[config.mk]
export PLATFORM = sky130hd
export DESIGN_NAME = adder_rr_scheduler
export DESIGN_NICKNAME = d
export VERILOG_FILES = /design/src/rtl/adder_rr_scheduler.sv
export SDC_FILE = /design/constraint.sdc
export NUM_CORES = 1
export LEC_CHECK = 0
export CORE_AREA = 4 4 187 189
export CTS_CLUSTER_DIAMETER = 150
export DETAILED_ROUTE_END_ITERATION = 10
export DIE_AREA = 0 0 191 193
export PLACE_DENSITY = 0.52
export SYNTH_ARGS = -nofsm -noshare
export SYNTH_HDL_FRONTEND = slang
export SYNTH_SLANG_ARGS = --single-unit
[constraint.sdc]
create_clock -name clk -period 10.4 [get_ports clk]
set_clock_uncertainty 0.1 [all_clocks]
set_input_delay 2.08 -clock clk [delete_from_list [all_inputs] [get_ports clk]]
set_output_delay 2.08 -clock clk [all_outputs]
set_load 0.05 [all_outputs]
[src/rtl/adder_rr_scheduler.sv]
// Round-robin scheduler sharing one MultiInputAdder between NUM_REQ requesters.
// Optional macro ADDER_SCHED_STATS_EN adds per-requester 32-bit accept counters (grant_cnt).

module MultiInputAdder #(
    parameter int NUM_INPUT = 7,
    parameter int WIDTH_IN  = 16,
    parameter int IS_SIGNED = 0,
    parameter int TRUNCATE  = 0,
    parameter int LATENCY   = 2,
    localparam int WIDTHOUT = (TRUNCATE != 0) ? WIDTH_IN : WIDTH_IN + $clog2(NUM_INPUT)
) (
    input  logic                                clk,
    input  logic                                ena,
    input  logic [NUM_INPUT-1:0][WIDTH_IN-1:0]  din,
    output logic [WIDTHOUT-1:0]                 dout
);
    // One spare bit so the accumulator never overflows before truncation.
    localparam int ACCW = WIDTH_IN + $clog2(NUM_INPUT) + 1;

    logic [ACCW-1:0]                   w_sum;
    logic [LATENCY-1:0][WIDTHOUT-1:0]  r_sum;

    always_comb begin
        w_sum = '0;
        for (int i = 0; i < NUM_INPUT; i++) begin
            if (IS_SIGNED != 0) w_sum = w_sum + ACCW'($signed(din[i]));
            else                w_sum = w_sum + ACCW'(din[i]);
        end
    end

    always_ff @(posedge clk) begin
        if (ena) begin
            r_sum[0] <= w_sum[WIDTHOUT-1:0];
            for (int i = 1; i < LATENCY; i++) r_sum[i] <= r_sum[i-1];
        end
    end

    assign dout = r_sum[LATENCY-1];
endmodule

module adder_rr_scheduler #(
    parameter int NUM_REQ   = 4,
    parameter int NUM_INPUT = 7,
    parameter int WIDTH_IN  = 16,
    parameter int IS_SIGNED = 0,
    parameter int TRUNCATE  = 0,
    parameter int ADDER_LAT = 2,
    localparam int IDW      = (NUM_REQ > 1) ? $clog2(NUM_REQ) : 1,
    localparam int WIDTHOUT = (TRUNCATE != 0) ? WIDTH_IN : WIDTH_IN + $clog2(NUM_INPUT)
) (
    input  logic                                             clk,
    input  logic                                             rst,
    input  logic [NUM_REQ-1:0]                               req_valid,
    output logic [NUM_REQ-1:0]                               req_ready,
    input  logic [NUM_REQ-1:0][NUM_INPUT-1:0][WIDTH_IN-1:0]  req_din,
    output logic                                             out_valid,
    input  logic                                             out_ready,
    output logic [IDW-1:0]                                   out_id,
    output logic [WIDTHOUT-1:0]                              out_data
`ifdef ADDER_SCHED_STATS_EN
    ,
    output logic [NUM_REQ-1:0][31:0]                         grant_cnt
`endif
);
    localparam logic [IDW-1:0] LAST = IDW'(NUM_REQ - 1);

    logic                            w_adv;
    logic                            w_found;
    logic                            w_accept;
    logic [IDW-1:0]                  w_win;
    logic [IDW-1:0]                  r_ptr;
    logic [ADDER_LAT-1:0]            r_tag_vld;
    logic [ADDER_LAT-1:0][IDW-1:0]   r_tag_id;
    logic [WIDTHOUT-1:0]             w_sum;

    assign w_adv    = ~out_valid | out_ready;
    assign w_accept = w_found & w_adv & ~rst;

    // First valid requester at or after the pointer, wrapping modulo NUM_REQ.
    always_comb begin
        int j;
        w_found = 1'b0;
        w_win   = '0;
        for (int k = 0; k < NUM_REQ; k++) begin
            j = int'(r_ptr) + k;
            if (j >= NUM_REQ) j = j - NUM_REQ;
            if (!w_found && req_valid[j]) begin
                w_found = 1'b1;
                w_win   = IDW'(j);
            end
        end
    end

    always_comb begin
        req_ready = '0;
        for (int i = 0; i < NUM_REQ; i++) req_ready[i] = w_accept && (w_win == IDW'(i));
    end

    always_ff @(posedge clk) begin
        if (rst)           r_ptr <= '0;
        else if (w_accept) r_ptr <= (w_win == LAST) ? '0 : w_win + IDW'(1);
    end

    always_ff @(posedge clk) begin
        if (rst) begin
            r_tag_vld <= '0;
            r_tag_id  <= '0;
        end else if (w_adv) begin
            r_tag_vld[0] <= w_accept;
            r_tag_id[0]  <= w_win;
            for (int i = 1; i < ADDER_LAT; i++) begin
                r_tag_vld[i] <= r_tag_vld[i-1];
                r_tag_id[i]  <= r_tag_id[i-1];
            end
        end
    end

    MultiInputAdder #(
        .NUM_INPUT (NUM_INPUT),
        .WIDTH_IN  (WIDTH_IN),
        .IS_SIGNED (IS_SIGNED),
        .TRUNCATE  (TRUNCATE),
        .LATENCY   (ADDER_LAT)
    ) u_adder (
        .clk  (clk),
        .ena  (w_adv),
        .din  (req_din[w_win]),
        .dout (w_sum)
    );

    assign out_valid = r_tag_vld[ADDER_LAT-1];
    assign out_id    = r_tag_id[ADDER_LAT-1];
    assign out_data  = out_valid ? w_sum : '0;

`ifdef ADDER_SCHED_STATS_EN
    logic [NUM_REQ-1:0][31:0] r_grant_cnt;

    always_ff @(posedge clk) begin
        if (rst) begin
            r_grant_cnt <= '0;
        end else begin
            for (int i = 0; i < NUM_REQ; i++)
                if (req_ready[i] && req_valid[i]) r_grant_cnt[i] <= r_grant_cnt[i] + 32'd1;
        end
    end

    assign grant_cnt = r_grant_cnt;
`endif
endmodule

==> summary.md, run 1 <==
| Metric | Value |
|---|---|
| Status | complete, no violations |
| Mapped Area | 8178 um^2 |
| Share of cells above drive strength 1 | 0.01836 |
| Initial DRC Count | 373 |
| Hold_sp | u_adder.r_sum[18] |
| Core area | 33280 um^2 |
| Yosys cell types | 50 |
| DRC errors left | 0 |
| Clock slew at reported path FFs | 70 ps |
| Grt ovf | 0 |
| Synth top area share | 0.2323 |
| Area growth syn-to-layout | 63.91% |
| RSZ-0062 raised after global routing | no |
| Post-DP HPWL | 33130 um |
| I/O Pins | 481 |
| Fillers | 3544 |
| Mapped Nets | 1773 |
| Die ar. | 36860 um^2 |
| CP arrival | 9200 ps |
| Vias/cell | 4.634 |
| Pin count of the biggest net entering global routing | 160 |
| Post-synthesis sequential element count | 46 |
| CTS sink cnt | 46 |
| Post-layout net count | 2191 |
| Yosys top cell by area | nand2_1 |
| Worst-Skew Late Latency | 290 ps |
| TNS Setup | 0 ps |
| Fin. Hold Viols | 0 |
| Total GRT Usage | 0.1999 |
| WL met3 | 2734 um |
| Slew headroom | 0.3871 |
| Max-Cap Viols | 0 |
| Die Wd | 191 um |
| Worst hold stages | 0 |
| Cells after Synth | 1215 |
| Final period util | 0.8915 |
| Critical Path End Type | flip-flop |
| Crit path required time | 10330 ps |
| Max Slew Vio Count | 0 |
| WL met2 | 19990 um |
| Top layer in use | met5 |
| Max FO, Critical Path | 86 |
| DIE HEIGHT | 193 um |
| Post-CTS Setup Inserts | 0 |
| Initial Utilization | 0.2457 |
| EDFF count, synth | 38 |
| Final ANT Viol Nets | 0 |
| Clock Tree Buf Depth | 2 |
| Routed length on met1 | 15970 um |
| Tightest Pin Transition | 918.0 ps |
| FP Rows | 67 |
| First-pass GRT wire length | 56700 um |
| I/O Buffers | 480 |
| Initial antenna violation count | 2 |
| Synth warnings | 0 |
| Total wire length | 39550 um |
| GP Congestion | 0.8626 |
| Most numerous cell in the Yosys netlist | nand2_1 |
| R2r setup slk | 3000 ps |
| Mapped Avg Cell Area | 6.731 um^2 |
| Clock root cell | clkbuf_16 |
| Min cycle time layout | 9271 ps |
| Vias in the first global route | 9634 |
| Worst reg2reg endpoint | u_adder.r_sum[15] |
| CTS tree | yes |
| H-tree depth | 2 |
| Primary FF master, synth | edfxtp_1 |
| Sequential-to-total area share from yosys stat | 0.1591 |
| Fmax | 107.9 MHz |
| CTS hold repair buffers | 0 |
| Hold Crit Class | reg -> reg |
| R2R cell count | 26 |
| Via count | 9652 |
| Final setup violation count | 0 |
| TritonCTS buffer count | 5 |
| CTS resizes | 0 |
| Post-synth top cells | 506 x nand2_1, 74 x inv_1, 70 x and3_1, 69 x a31oi_1, 65 x fa_1 |
| DRT Pass-1 Iters | 4 |
| RR Startpoint | r_ptr[1] |
| Worst Hold Path EP | u_adder.dout[18] |
| WL/cell | 18.99 um |
| Ys async rst share | 0 |
| CP startpoint kind | input pin |
| Critical path class | in -> reg |
| Cells taking the most area after synthesis | nand2_1 23%, fa_1 16%, edfxtp_1 14% |
-- critical path, stage by stage --
cell and delay [ps]:
clkdlybuf4s50_1 560, a21oi_1 100, o21a_1 190, o22a_4 400
inv_6 480, nand2_1 100, and3_1 180, a31oi_1 170
ha_1 220, inv_1 70, fa_1 460, nor2b_1 180
o21a_1 140, nor2_1 50, xnor2_1 510, fa_1 520
inv_1 80, fa_1 420, fa_1 520, inv_1 50
ha_1 340, nand3_1 120, a21o_1 190, a31oi_1 400
a31oi_1 210, a21oi_1 240, xor2_1 100
-- metrics by stage --
| stage | area, um^2 | util | hold slack (ps) | instances | setup WS, ps |
|---|---|---|---|---|---|
| 2_1_floorplan | 8178 | - | 300.3 | 1215 | 2511 |
| 3_3_place_gp | 13250 | 0.3982 | 301.4 | 2074 | 1022 |
| 3_5_place_dp | 13250 | 0.3982 | 304.5 | 2074 | 881.4 |
| 4_1_cts | 13400 | 0.4027 | 317.3 | 2082 | 1157 |
| 5_1_grt | 13400 | 0.4028 | 323.0 | 2083 | 712.5 |
| 6_report | 13400 | 0.4028 | 318.6 | 2083 | 1129 |
-- state kept, by name, summed over array words and instances (netlist names) --
signal,flops
u_adder.r_sum,19
r_ptr,2
u_adder.dout,19
r_tag_vld,2
out_id,2
r_tag_id,2
-- cells in the final DEF (no fill, tap or decap), types with 2 or more instances in the layout --
cell type,count
a211o_1,2
a21o_1,11
a21oi_1,34
a31oi_1,69
and2_1,25
and3_1,70
buf_12,2
buf_4,7
clkbuf_16,5
clkdlybuf4s50_1,480
clkinvlp_4,2
dfxtp_1,8
edfxtp_1,38
fa_1,65
ha_1,38
inv_1,73
inv_2,4
inv_6,2
mux2i_1,7
nand2_1,506
nand2b_1,3
nand3_1,51
nor2_1,18
nor2b_1,5
nor3_1,2
o21a_1,3
o21ai_0,8
o21ai_1,44
o21bai_1,3
o31ai_1,2
o41ai_1,2
xnor2_1,19
xor2_1,8
-- metal layers --
layer | vias to the layer above | track usage
li1 | 4833 | -
met1 | 4438 | 0.2403
met2 | 348 | 0.3716
met3 | 31 | 0.03691
met4 | 2 | 0.04530
met5 | - | 0
-- kinds of logic (layout without fill, tap and decap cells) --
logic type / count (synthesis) / in the layout / synth area share
xor+xnor: 27 / 27 / 0.02892
compound gates: 189 / 189 / 0.1411
mux: 7 / 7 / 0.008568
buf+inv: 156 / 575 / 0.08430
flops: 46 / 46 / 0.1591
simple gates: 687 / 687 / 0.3608
other cells: 0 / 1 / 0
fa+ha+maj: 103 / 103 / 0.2173
-- worst max-delay path by stage --
stage	start	endpoint	slack, ps	cells after the start
final	req_valid[0]	u_adder.r_sum[15]	1130	27
after global routing	req_valid[0]	u_adder.r_sum[15]	710	27
after CTS	req_valid[0]	u_adder.r_sum[15]	1160	27
after detailed placement	req_valid[0]	u_adder.r_sum[15]	880	27
after global placement	req_valid[0]	u_adder.r_sum[14]	1020	26
after floorplan	req_valid[3]	u_adder.r_sum[17]	2510	26
-- layout make-up --
cell class | count | area, um^2 | share of cell area
repair buffers | 489 | 4897 | 0.3654
well taps | 448 | 560.5 | 0.04182
multi-input cells | 1013 | 6196 | 0.4622
diodes | 1 | 2.502 | 0.0001867
inverters | 78 | 297.8 | 0.02222
clock inverters | 3 | 23.77 | 0.001774
clock buffers | 5 | 125.1 | 0.009334
flip-flops and latches | 46 | 1301 | 0.09708
Power of run 1 is left out: the tool's default activity adds up to more than one toggle a clock period on the data nets, which glitch-free logic cannot reach.
==> inputs of run 2 (changes only) <==
--- a/config.mk
+++ b/config.mk
@@ -12,2 +12,3 @@
 export PLACE_DENSITY = 0.52
+export SKIP_LAST_GASP = 1
 export SYNTH_ARGS = -nofsm -noshare
--- a/constraint.sdc
+++ b/constraint.sdc
@@ -4,2 +4,2 @@
 set_output_delay 2.08 -clock clk [all_outputs]
-set_load 0.05 [all_outputs]
+set_load 0.1 [all_outputs]
==> results of run 2 <==
The final DEF is identical to that of run 1. Status: complete, no violations.
Power of run 2 is left out for the same reason.
